`config.mk`:
```
export PLATFORM = sky130hd
export DESIGN_NAME = sr_flag_arbiter
export DESIGN_NICKNAME = d
export VERILOG_FILES = /design/src/rtl/sr_flag_arbiter.sv
export SDC_FILE = /design/constraint.sdc
export NUM_CORES = 1
export LEC_CHECK = 0
export CAP_MARGIN = 20
export CORE_ASPECT_RATIO = 0.5
export CORE_UTILIZATION = 44
export CTS_BUF_LIST = sky130_fd_sc_hd__clkbuf_4 sky130_fd_sc_hd__clkbuf_8
export DETAILED_ROUTE_END_ITERATION = 16
export MAX_ROUTING_LAYER = met4
export PLACE_DENSITY = 0.78
export SETUP_SLACK_MARGIN = 0.05
export SLEW_MARGIN = 20
export SYNTH_ARGS = -nofsm -noshare
export SYNTH_HDL_FRONTEND = slang
export SYNTH_SLANG_ARGS = --single-unit
```
`constraint.sdc`:
```
create_clock -name clk -period 1.8 [get_ports clk]
set_input_delay 0.36 -clock clk [delete_from_list [all_inputs] [get_ports clk]]
set_output_delay 0.36 -clock clk [all_outputs]
set_load 0.005 [all_outputs]
```
`src/rtl/sr_flag_arbiter.sv`:
```
// sr_flag_arbiter: round-robin access to a bank of SR latches.
// One request is accepted at a time. The FSM drives S or R for PULSE_CYC
// cycles, waits one settle cycle, then reads Q back and reports done/done_err.
//
// Handshake: a requester raises req_valid[i] with req_op[i]/req_idx[i] stable
// and holds all three until req_ready[i] pulses for one cycle; the request is
// accepted in that cycle and the requester may drop or replace it right after.
// Every accepted request produces exactly one done[i] pulse, qualified by
// done_err.
//
// All outputs are registered and follow the state of the previous cycle.
// With acceptance visible at cycle T, S/R is high on T+1..T+PULSE_CYC and
// done pulses at T+PULSE_CYC+2. An out-of-range index skips DRIVE/SETTLE and
// completes at T+1 with done_err=1.
module sr_flag_arbiter #(
  parameter int N_REQ     = 4,
  parameter int N_FLAGS   = 8,
  parameter int IDX_W     = 3,
  parameter int PULSE_CYC = 2
) (
  input  logic                   clk,
  input  logic                   rst_n,
  input  logic [N_REQ-1:0]       req_valid,
  input  logic [N_REQ-1:0]       req_op,
  input  logic [N_REQ*IDX_W-1:0] req_idx,
  output logic [N_REQ-1:0]       req_ready,
  output logic [N_REQ-1:0]       done,
  output logic                   done_err,
  output logic                   busy,
  output logic [N_FLAGS-1:0]     latch_s,
  output logic [N_FLAGS-1:0]     latch_r,
  input  logic [N_FLAGS-1:0]     latch_q
);

  localparam int PTR_W = (N_REQ > 1) ? $clog2(N_REQ) : 1;

  typedef enum logic [1:0] {IDLE, DRIVE, SETTLE, CHECK} state_t;

  state_t             state, state_nxt;
  logic [PTR_W-1:0]   ptr;
  logic [PTR_W-1:0]   g_sel, g_reg;
  logic               found;
  logic               in_op, in_bad;
  logic [IDX_W-1:0]   in_idx;
  logic               op_reg, bad_reg;
  logic [IDX_W-1:0]   idx_reg;
  logic [3:0]         cnt;
  logic               q_bit;
  logic [N_REQ-1:0]   ready_nxt, done_nxt;
  logic [N_FLAGS-1:0] s_nxt, r_nxt;
  logic               err_nxt;

  // Round-robin pick: lowest valid index at or above ptr, else lowest overall.
  always_comb begin
    found  = 1'b0;
    g_sel  = '0;
    in_op  = 1'b0;
    in_idx = '0;
    for (int j = N_REQ - 1; j >= 0; j--) begin
      if (req_valid[j]) begin
        found = 1'b1;
        g_sel = PTR_W'(j);
      end
    end
    for (int j = N_REQ - 1; j >= 0; j--) begin
      if (req_valid[j] && (PTR_W'(j) >= ptr)) g_sel = PTR_W'(j);
    end
    for (int j = 0; j < N_REQ; j++) begin
      if (g_sel == PTR_W'(j)) begin
        in_op  = req_op[j];
        in_idx = req_idx[j*IDX_W +: IDX_W];
      end
    end
    in_bad = (32'(in_idx) >= N_FLAGS);
  end

  // Next state and next values of the registered outputs.
  always_comb begin
    state_nxt = state;
    ready_nxt = '0;
    done_nxt  = '0;
    s_nxt     = '0;
    r_nxt     = '0;
    err_nxt   = 1'b0;
    q_bit     = 1'b0;
    case (state)
      IDLE: begin
        if (found) begin
          state_nxt = in_bad ? CHECK : DRIVE;
          for (int j = 0; j < N_REQ; j++) begin
            if (g_sel == PTR_W'(j)) ready_nxt[j] = 1'b1;
          end
        end
      end
      DRIVE: begin
        // Only one side of the addressed latch is driven, so S&R never overlap.
        for (int f = 0; f < N_FLAGS; f++) begin
          if (idx_reg == IDX_W'(f)) begin
            s_nxt[f] = op_reg;
            r_nxt[f] = ~op_reg;
          end
        end
        if (cnt == 4'(PULSE_CYC - 1)) state_nxt = SETTLE;
      end
      SETTLE: state_nxt = CHECK;
      CHECK: begin
        state_nxt = IDLE;
        for (int f = 0; f < N_FLAGS; f++) begin
          if (idx_reg == IDX_W'(f)) q_bit = latch_q[f];
        end
        for (int j = 0; j < N_REQ; j++) begin
          if (g_reg == PTR_W'(j)) done_nxt[j] = 1'b1;
        end
        err_nxt = bad_reg | (q_bit != op_reg);
      end
      default: state_nxt = IDLE;
    endcase
  end

  // State register.
  always_ff @(posedge clk or negedge rst_n) begin
    if (!rst_n) state <= IDLE;
    else        state <= state_nxt;
  end

  // Capture the granted request, advance the RR pointer, count pulse cycles.
  always_ff @(posedge clk or negedge rst_n) begin
    if (!rst_n) begin
      ptr     <= '0;
      g_reg   <= '0;
      op_reg  <= 1'b0;
      idx_reg <= '0;
      bad_reg <= 1'b0;
      cnt     <= '0;
    end else begin
      if (state == IDLE && found) begin
        g_reg   <= g_sel;
        op_reg  <= in_op;
        idx_reg <= in_idx;
        bad_reg <= in_bad;
        ptr     <= (g_sel == PTR_W'(N_REQ - 1)) ? '0 : g_sel + 1'b1;
      end
      if (state == DRIVE) cnt <= cnt + 4'd1;
      else                cnt <= '0;
    end
  end

  // Registered outputs; async reset drops S/R immediately, even mid-pulse.
  always_ff @(posedge clk or negedge rst_n) begin
    if (!rst_n) begin
      req_ready <= '0;
      done      <= '0;
      done_err  <= 1'b0;
      latch_s   <= '0;
      latch_r   <= '0;
    end else begin
      req_ready <= ready_nxt;
      done      <= done_nxt;
      done_err  <= err_nxt;
      latch_s   <= s_nxt;
      latch_r   <= r_nxt;
    end
  end

  assign busy = (state != IDLE);

endmodule

```
# Word level (Yosys, flattened, before mapping)
# Cells that the tools add are included.
word_totals:
  elab_cells: 113
  in_bits: 30
  ff_bits: 39
  output_inout_bits: 26
op_classes:
  mux: 64
  add_sub_neg: 2
  n_eq_ne: 20
  bitwise_logic: 1
  n_lt_le_gt_ge: 4
  reduce_logical: 11
ops:
  columns: ["operator", "n"]
  rows:
  - ["two-way mux 1 bit", 42]
  - ["two-way mux 2 bit", 11]
  - ["two-way mux 4 bit", 4]
  - ["two-way mux 8 bit", 2]
  - ["== test 2 bit (second input constant)", 6]
  - ["== test 3 bit (second input constant)", 4]
  - ["two-way mux 3 bit", 4]
  - ["one-hot mux 2 bit (4 select lines)", 1]
  - ["== test 2 x 1 -> 1 bit (second input constant)", 3]
  - ["== test 3 x 2 -> 1 bit (second input constant)", 2]
  - ["zero test 2 bit", 3]
  - ["logical AND 1 bit", 5]
  - ["adder 4 x 1 -> 4 bit (second input constant)", 1]
  - ["== test 4 x 1 -> 1 bit (second input constant)", 1]
  - ["greater-or-equal comparator 1 x 2 -> 1 bit (first input constant)", 2]
  - ["greater-or-equal comparator 2 bit (first input constant)", 2]
  - ["inequality test 2 bit (second input constant)", 2]
  - ["== test 3 x 1 -> 1 bit (second input constant)", 1]
  - ["zero test 3 bit", 1]
  - ["adder 2 x 1 -> 2 bit (second input constant)", 1]
  - ["AND reduction 2 bit", 1]
  - ["nonzero test 2 bit", 1]
  - ["inequality test 1 bit", 1]
  - ["NOT 1 bit", 1]

# Logic depth before layout (Yosys ltp)
depth:
  depth_word: 13
  mapped_depth: 9
  depth_no_buf: 9

# Least setup slack after synthesis
# No wires, ideal clock.
synth_timing:
  kind: "flip-flop to flip-flop"
  start: "register ptr[1]"
  end: "register idx_reg[0]"
  setup_ps: 148
  n_path_buf: 0
  required_time_ps: 1652
  path_slack_ps: -92
  t_arrival_ps: 1745
  path_stages_with_launch: 9
  period_less_slack_ps: 1892
  path_cell_list: "dfrtp_1 > nand2b_1 > a311o_1 > inv_1 > ha_1 > nor2b_1 > a221oi_1 > o31a_1 > a21oi_1"
synth_between:
  elab_chain_cells: 11
  elab_cells_between_ends: 20
  classes_between: "order compare: 4; eq/ne: 3; mux: 8; reduce/logical: 5"
synth_lines:
  columns: ["element", "line", "source"]
  rows:
  - ["start: declaration", "40", "logic [PTR_W-1:0] ptr;"]
  - ["start signal: assignment", "141", "ptr <= (g_sel == PTR_W'(N_REQ - 1)) ? '0 : g_sel + 1'b1;"]
  - ["greater-or-equal comparator 2 bit", "66", "if (req_valid[j] && (PTR_W'(j) >= ptr)) g_sel = PTR_W'(j);"]
  - ["logical AND 1 bit", "66", null]
  - ["two-way mux 2 bit (3 in series)", "66", null]
  - ["two-way mux 2 bit (*)", "66", null]
  - ["named net g_sel[0]", "41", "logic [PTR_W-1:0] g_sel, g_reg;"]
  - ["zero test 2 bit", "69", "if (g_sel == PTR_W'(j)) begin"]
  - ["two-way mux 3 bit (3 in series)", "69", null]
  - ["two-way mux 3 bit (*)", "69", null]
  - ["end signal: assignment", "139", "idx_reg <= in_idx;"]
  - ["end: declaration", "46", "logic [IDX_W-1:0] idx_reg;"]
# Mark *: on every way through the listed nets, which the timed path passes. The rest lies on a longest branch.
# A chain may end at the register's enable or synchronous reset.

# Worst setup path after layout
layout_timing:
  start: "register ptr[1]"
  end: "register op_reg"
layout_between:
  elab_chain_cells: 11
  elab_cells_between_ends: 20
  classes_between: "order compare: 4; eq/ne: 3; mux: 8; reduce/logical: 5"
layout_lines:
  columns: ["element", "line", "source"]
  rows:
  - ["greater-or-equal comparator 2 bit", "66", null]
  - ["logical AND 1 bit", "66", null]
  - ["two-way mux 2 bit (3 in series)", "66", null]
  - ["two-way mux 2 bit (*)", "66", null]
  - ["named net g_sel[0]", "41", null]
  - ["zero test 2 bit", "69", null]
  - ["two-way mux 1 bit (3 in series)", "69", null]
  - ["two-way mux 1 bit (*)", "69", null]
  - ["end signal: assignment", "138", "op_reg <= in_op;"]
  - ["end: declaration", "45", "logic op_reg, bad_reg;"]
# Marked as above.

==> impl_results.md <==
* Worst EP required at 1.98 ns
* Final Worst Setup Slack at -0.185 ns
* CTS tree: built
* Worst Reg2Reg Path Length in Cells at 8
* Die Wd at ~94 um
* NetSw at between 0.001 and 0.0015 W
* Die Ht at approximately 48 um
* VDD IR-drop max at 0.749 mV
* Sink Count at 39
* Clock latency on the worst-skew pair at ~0.30 ns
* FF+latch count, synth at 39
* Compound-cell area share of the yosys netlist at 0.132
* Post-DP Area at approximately 2600 um2
* Port Buffer Count at 55
* Largest net degree at the start of global routing at 23
* Kind of critical path: flop to flop
* Mapped cell area at 1850 um2
* CP top delay family: compound AO/OA/AOI/OAI gates
* Final GP Congestion at about 0.89
* Share of power burned in registers at 0.341
* Power per cell area at 1340 nW/um2
* Final Skew at approximately 0.0044 ns
* Final instance area at between 2000 and 3000 um2
* Post-synth ARST share at 1.00
* # setup viols final at 4
* Simple-Gate Fraction of Synth Area at 0.195
* Min-delay src: cnt[0]
* DR iter-0 viols at slightly below 60
* Post-synth EDFFs at 0
* Synth Area in XOR/XNOR at 0.00949
* R2r startpoint: ptr[1]
* Mean Syn Cell Area at between 10 and 15 um2
* Core area at about 4000 um2
* Outcome: finished with violations
* Worst-path fanout max at 8
* Largest family of logic cells by synthesized area: simple AND/OR/NAND/NOR gates
* Grt ovf at 0
* Max Fclk at between 500 and 600 MHz
* All-Layer GR Usage at 0.209
* Crit path cell chain: nand2b_4 > a311o_2 > inv_4 > ha_4 > nor2b_4 > a221oi_2 > o31a_1 > a21oi_1
* Syn_nets at about 210
* P&R area growth vs syn at 54.4%
* Vias after detailed routing at approximately 1600
* Place WS at -0.675 ns
* Post-Layout Cell Count at between 300 and 400
* Startpoint Class: flop
* RSZ-0062 raised after global routing: yes
* Max Slew Vio Count at 0
* Die area at approximately 4500 um2
* Max Cap Viol at 0
* Per-cell routed wire length at about 14 um
* Internal Dissipation at between 0.002 and 0.0025 W
* Vias in the first global route at around 1500
* Reg-to-Reg End: op_reg
* CP max stage delay at roughly 0.46 ns
* Inserted Clock Buffers at 5
* Leakage at 1.28 nW
* Hpwl dp at between 3000 and 4000 um
* First-pass GRT wire length at around 6400 um
* Number of routed nets with antenna violations at 0
* Failing checks: setup timing
* Worst-Margin Slew at between 0.4 and 0.5 ns
* Register-to-register setup slack at -0.18 ns
* Multi-input gate area at ~900 um2
* Switching Fraction at 0.367
* CTS Root Cell: clkbuf_8
* Initial antenna violation count at 0
* Final Cycle Share at 1.10
* Worst-case clock buffer depth at 2
* Combinational Power Share at 0.504
* Final min period at 1.98 ns
* Hold Fails Final Rpt at 0
* Seq/Total Area, Yosys at 0.529
* Leading cell type in the layout, fill and taps excluded: clkdlybuf4s50_1
* DR DRC count at 0
* Register Area at 977 um2
* Drt pass-1 iters at 4
* Top Registers: latch_r (8), latch_s (8)
* Clk pin slew, worst setup/hold paths at roughly 0.08 ns
* Main synth FF type: dfrtp_1
* Number of cell rows at 16
* Most frequent cells in the layout: clkdlybuf4s50_1, dfrtp_1, buf_4, nor2_1, nand2_1
* Max stage delay cell, worst path: a311o_2
* Hold Path Sink: cnt[0]
* Clock share of power at 0.155
* Synth Area in Adders at 0.0678
* Critical path buffer and inverter count at 1
* Slew HR at 0.710
* Synth area leader: dfrtp_1
* HP Class: flop to flop
* Largest cells by area after synthesis: dfrtp_1, ha_1, nor2_1
* Placed insts at 291
* Top-area cell type share of the netlist area at 0.529
* Share of layout cells above drive strength 1 at 0.230
* Number of H-tree levels at 2
* Initial Util at 0.466
* Synth warn at 0
* Worst Hold Depth at 1
* Fillers at just under 300
* Mux cell area share after synthesis at 0.0319
* Final net count at slightly below 300
* Mapped Cells at 169
* CP Capture Type: flop
* I/O pin count at 56
* Yosys cell types at 45
* Critical Path AT at approximately 2.2 ns
* Vias per Instance at slightly above 5
* N_diodes at 0
* DRT Wirelength at roughly 4200 um
-- cell families (layout without fill, tap and decap cells) --
group / after synthesis / in the layout
muxes: 4 / 4
DFF: 39 / 39
xor gates and xnor gates: 2 / 2
AOI/OAI and AO/OA: 32 / 32
buffers and inverters: 14 / 101
adders and majority gates: 10 / 10
and+or+nand+nor: 68 / 68
-- final cells by class --
cell class                 count  share of cell area
tap                           54              0.0237
clock inverter                 3             0.00702
timing repair buffer          83               0.271
inverter                      10              0.0140
multi-input combinational    116               0.317
sequential                    39               0.343
clock buffer                   5              0.0241
-- per-stage QoR --
step	setup TNS (ns)	power [W]	util	hold slack [ns]
2_1_floorplan	-0.0164	0.00229	-	0.0644
3_3_place_gp	-3.43	0.00286	0.657	0.318
3_5_place_dp	-4.15	0.00295	0.657	0.325
4_1_cts	-0.751	0.00371	0.705	0.503
5_1_grt	-1.04	0.00410	0.719	0.516
6_report	-0.678	0.00383	0.719	0.500
-- synth_stat cells (all sizes together), types with 2 or more instances --
| cell type | count |
|---|---|
| a21boi | 2 |
| a21oi | 9 |
| a221oi | 4 |
| and2 | 6 |
| buf | 4 |
| dfrtp | 39 |
| ha | 10 |
| inv | 10 |
| mux2 | 2 |
| nand2 | 10 |
| nand2b | 5 |
| nand3 | 5 |
| nand3b | 2 |
| nor2 | 18 |
| nor2b | 9 |
| nor3 | 5 |
| o21a | 2 |
| o22a | 2 |
| o31a | 2 |
| o31ai | 3 |
-- power by group through the flow --
stage               Combinational [W]  Sequential [W]  Clock, W
finish                        0.00193         0.00131  0.000595
global route                  0.00210         0.00134  0.000660
global placement              0.00155         0.00131         0
floorplan                     0.00103         0.00126         0
CTS                           0.00180         0.00130  0.000603
detailed placement            0.00162         0.00133         0
-- worst max path at each step --
stage / startpoint / endpoint / slack (ns) / cells past startpoint
2_1_floorplan: ptr[1] / op_reg / -0.02 / 9
6_report: ptr[1] / op_reg / -0.18 / 8
4_1_cts: ptr[1] / op_reg / -0.19 / 8
3_3_place_gp: req_valid[3] / op_reg / -0.55 / 9
5_1_grt: ptr[1] / idx_reg[1] / -0.27 / 8
3_5_place_dp: req_valid[3] / op_reg / -0.67 / 10
-- worst register-to-register path: cells and delay by family, from the launching register on --
family,cells,cell delay [ns]
AO/OA/AOI/OAI,4,0.91
adder cells (fa/ha/maj),1,0.20
buffers and inverters,1,0.10
flip-flops,1,0.44
AND/OR/NAND/NOR,2,0.22
-- layer usage --
| metal | vias to the layer above | wire length (um) | global-route usage |
|---|---|---|---|
| met1 | 764 | 1840 | 0.241 |
| met4 | 0 | 71 | 0.0892 |
| met3 | 7 | 202 | 0.0683 |
| met5 | - | 0 | - |
| met2 | 59 | 2120 | 0.349 |
| li1 | 764 | - | - |
-- repair_timing --
| item | in CTS | in global routing |
|---|---|---|
| hold buffers | 1 | 0 |
| resized for setup | 13 | 9 |
| setup buffers | 7 | 3 |
| pin swaps | 10 | 5 |
| hold endpoints to repair | 1 | 0 |
| endpoints found under the setup margin | 6 | 9 |
(Power assumes the default switching activity.)
